===== src/rtl/carryskip_adder8.sv =====
// 8-bit carry-skip adder in the tiny-tapeout wrapper: A on ui_in, B on uio_in,
// registered (A+B) mod 256 on uo_out; two 4-bit ripple blocks joined by a bypass mux.
module carryskip_adder8 #(
  parameter int WIDTH = 8,
  parameter int BLK   = 4
) (
  input  logic             clk,
  input  logic             rst_n,
  input  logic             ena,
  input  logic [WIDTH-1:0] ui_in,
  input  logic [WIDTH-1:0] uio_in,
  output logic [WIDTH-1:0] uo_out,
  output logic [WIDTH-1:0] uio_out,
  output logic [WIDTH-1:0] uio_oe
);

  localparam int NBLK = WIDTH / BLK;

  logic [WIDTH-1:0] p;
  logic [WIDTH-1:0] g;
  logic [WIDTH:0]   c;
  logic [WIDTH-1:0] core_sum;
  logic [WIDTH-1:0] sum_d;
  logic [WIDTH-1:0] sum_q;

  assign p    = ui_in ^ uio_in;
  assign g    = ui_in & uio_in;
  assign c[0] = 1'b0;

  genvar gi, gj;
  generate
    for (gi = 0; gi < NBLK; gi++) begin : g_blk
      logic [BLK:0] rip;
      logic         blk_p;

      assign rip[0] = c[gi*BLK];
      for (gj = 0; gj < BLK; gj++) begin : g_bit
        assign rip[gj+1] = g[gi*BLK+gj] | (p[gi*BLK+gj] & rip[gj]);
        assign core_sum[gi*BLK+gj] = p[gi*BLK+gj] ^ rip[gj];
      end

      // A fully propagating block forwards its carry-in directly; otherwise
      // the ripple carry-out is already correct, so the value never changes.
      assign blk_p = &p[gi*BLK +: BLK];
      assign c[(gi+1)*BLK] = blk_p ? c[gi*BLK] : rip[BLK];

      for (gj = 1; gj < BLK; gj++) begin : g_int
        assign c[gi*BLK+gj] = rip[gj];
      end
    end
  endgenerate

  // The final carry c[WIDTH] is not brought out; the sum wraps mod 2^WIDTH.
  logic unused_cout;
  assign unused_cout = c[WIDTH];

  always_comb begin
    sum_d = sum_q;
    if (ena) begin
      sum_d = core_sum;
    end
  end

  always_ff @(posedge clk or negedge rst_n) begin
    if (!rst_n) begin
      sum_q <= '0;
    end else begin
      sum_q <= sum_d;
    end
  end

  assign uo_out  = sum_q;
  assign uio_out = {WIDTH{unused_cout & 1'b0}};
  assign uio_oe  = '0;

endmodule


===== config.mk =====
export PLATFORM = sky130hd
export DESIGN_NAME = carryskip_adder8
export DESIGN_NICKNAME = d
export VERILOG_FILES = /design/src/rtl/carryskip_adder8.sv
export SDC_FILE = /design/constraint.sdc
export NUM_CORES = 1
export LEC_CHECK = 0
export CORE_UTILIZATION = 34
export DETAILED_ROUTE_END_ITERATION = 8
export PLACE_DENSITY = 0.78
export SYNTH_ARGS = -nofsm -noshare
export SYNTH_HDL_FRONTEND = slang
export SYNTH_SLANG_ARGS = --single-unit

===== constraint.sdc =====
create_clock -name clk -period 1.04 [get_ports clk]
set_clock_uncertainty 0.2 [all_clocks]
set_input_delay 0.208 -clock clk [delete_from_list [all_inputs] [get_ports clk]]
set_output_delay 0.208 -clock clk [all_outputs]
set_load 0.1 [all_outputs]

==> results.sh <==
export IMPL_status="finished with violations"
export IMPL_violations="negative setup slack"
export IMPL_reg2reg_from="uo_out[0]"
export IMPL_post_cts_buffers=0
export IMPL_cts_sinks=8
export IMPL_setup_viol=16
export IMPL_report_final_slew_viol_count=0
export IMPL_grt_remaining_overflow=0
export IMPL_final_antenna_net_count=0
export IMPL_design_area_mm2=0.00107
export IMPL_min_period_ns=3.17
export IMPL_report_final_hold_viol_count=0
export IMPL_synth_area_um2=629
export IMPL_fmax_mhz=316
export IMPL_p_leak_uw=0.000467
export IMPL_grt_first_pass_wirelength_mm=1.97
export IMPL_fin_crit_sh_pct=305
export IMPL_final_layout_size_suffix_gt1_share_pct=53.9
export IMPL_power_density_mw_per_mm2=2020
export IMPL_r2r_end="uo_out[0]"
export IMPL_post_drt_wl_per_cell_um=12.0
export IMPL_core_area_mm2=0.00173
export IMPL_antenna_found_initial=0
export IMPL_worstHoldPathType="in2async"
export IMPL_synth_cell_types=11
export IMPL_gp_congestion=0.662
export IMPL_ys_ff_latch=8
export IMPL_clockRootBuffer="clkbuf_4"
export IMPL_grt_max_degree=9
export IMPL_rrSetupSlack_ns=-0.04
export IMPL_ctsLongestPathBuffers=2
export IMPL_finalCoreUtilization_pct=62.0
export IMPL_fin_setup_tns_ns=-10.98
export IMPL_drt_iter0_markers=0
export IMPL_path_max_fanout=1
export IMPL_setup_slack_ns=-2.13
export IMPL_final_common_cell="conb_1"
export IMPL_syn_instance_count=47
export IMPL_final_nets=107
export IMPL_routed_wl_mm=1.21
export IMPL_via_per_inst=3.89
export IMPL_crit_arrival_ns=3.12
export IMPL_max_vdd_ir_drop_mv=1.25
export IMPL_start_util_pct=36.4
export IMPL_boundaryPins=43
export IMPL_num_antenna_cells=0
export IMPL_crit_path_end_kind="flip-flop"
export IMPL_clkTransAtPathRegs_ns=0.06
export IMPL_yosys_warnings=0
export IMPL_insertion_delay_ns=0.26
export IMPL_cts_tree="done"
export IMPL_placedCellCount=98
export IMPL_dpl_hpwl_mm=1.03
export IMPL_placed_area_mm2=0.00104
export IMPL_drc_errors=0
export IMPL_rows=15
export IMPL_avgSynthCellArea_um2=13.4
export IMPL_synth_seq_area_share_pct=31.8
export IMPL_grt_total_usage_pct=14.9
export IMPL_tritoncts_num_buffers=3
export IMPL_instances_no_fill=101
export IMPL_cp_startpoint="uio_in[0]"
export IMPL_port_buffers=26
export IMPL_die_w_um=45.0
export IMPL_start_kind="primary input"
export IMPL_detail_route_first_pass_iterations=1
export IMPL_cp_endpoint="uo_out[7]"
export IMPL_vias=393
export IMPL_largest_reg_flops=8
export IMPL_final_cell_mix="16 x conb_1, 13 x clkdlybuf4s50_1, 10 x buf_12"
export IMPL_critPathRequiredTime_ns=0.99
export IMPL_htree_levels=1
export IMPL_path_class="in2reg"
export IMPL_syn_to_final_growth_pct=70.2
export IMPL_fp_dieH_um=45.0
export IMPL_maxCapViolCount=0
export IMPL_fp_dieArea_mm2=0.00203
export IMPL_reg2reg_depth=1
export IMPL_rsz0062_at_grt="true"
export IMPL_grt_pass1_vias=431
[through the flow]
stage | total power, µW | hold WS, ns | setup WS (ns)
after detailed placement | 1920 | 0.340 | -2.80
after global placement | 1900 | 0.339 | -2.72
after floorplan | 1470 | -0.288 | -2.19
final | 2170 | 0.0530 | -2.13
after CTS | 2190 | 0.0464 | -2.23
after global routing | 2250 | 0.0594 | -2.18
[per-layer routing]
metal	part of all wire (%)	wire length, µm	track usage (%)	up-vias
met5	0	0	0	-
met4	3.6	43	10.9	0
met3	5.2	63	5.20	4
met2	54	651	22.9	19
met1	37	450	17.2	192
li1	-	-	-	178
[worst max-delay path: stages]
cell and delay (ns):
buf_6 0.10, ha_4 0.15, fa_2 0.35, fa_2 0.35, fa_2 0.34, inv_2 0.06, a41oi_2 0.04, fa_2 0.40
fa_2 0.35, fa_2 0.34, xor3_1 0.19, mux2_4 0.26
[cell usage after synthesis]
library cell / n / area, µm²
dfrtp_1: 8 / 200
fa_1: 6 / 120
mux2_4: 1 / 15.0
buf_2: 1 / 5.00
mux2_2: 7 / 78.8
ha_1: 4 / 50.1
xor3_1: 1 / 23.8
conb_1: 1 / 3.75
inv_1: 1 / 3.75
buf_4: 16 / 120
a41oi_1: 1 / 8.76
[area by class of cell]
| cell class | count | area (µm²) |
|---|---|---|
| Tap cell | 25 | 31.3 |
| Sequential cell | 8 | 230 |
| Multi-Input combinational cell | 36 | 407 |
| Inverter | 1 | 3.75 |
| Fill cell | 151 | 656 |
| Clock buffer | 3 | 22.5 |
| Timing Repair Buffer | 28 | 377 |
[where the power goes]
group	internal [µW]	leakage [µW]	switching, µW
registers	431	0.0000862	79.8
clock network	133	0.0000138	118
logic	486	0.000367	920
total	1050	0.000467	1120
[worst min path at each step]
stage,startpoint,end,slack [ns]
global placement,rst_n,uo_out[5],0.34
floorplan,rst_n,uo_out[0],-0.29
CTS,rst_n,uo_out[6],0.05
detailed placement,rst_n,uo_out[6],0.34
global route,rst_n,uo_out[7],0.06
finish,rst_n,uo_out[6],0.05
[logic make-up (layout without fill, tap and decap cells)]
family	count (synthesis)	count (layout)	synth area share, %
DFF	8	8	31.8
AOI/OAI and AO/OA	1	1	1.39
xor gates and xnor gates	1	1	3.78
muxes	8	8	14.9
other	1	16	0.596
adders and majority gates	10	10	27.0
buffers and inverters	18	32	20.5
[what timing repair did]
item | CTS | global route
hold buffers | 0 | 0
pin swaps | 7 | 5
hold endpoints to repair | 0 | 0
resized for setup | 19 | 0
endpoints found under the setup margin | 16 | 16
(Power assumes the default switching activity.)
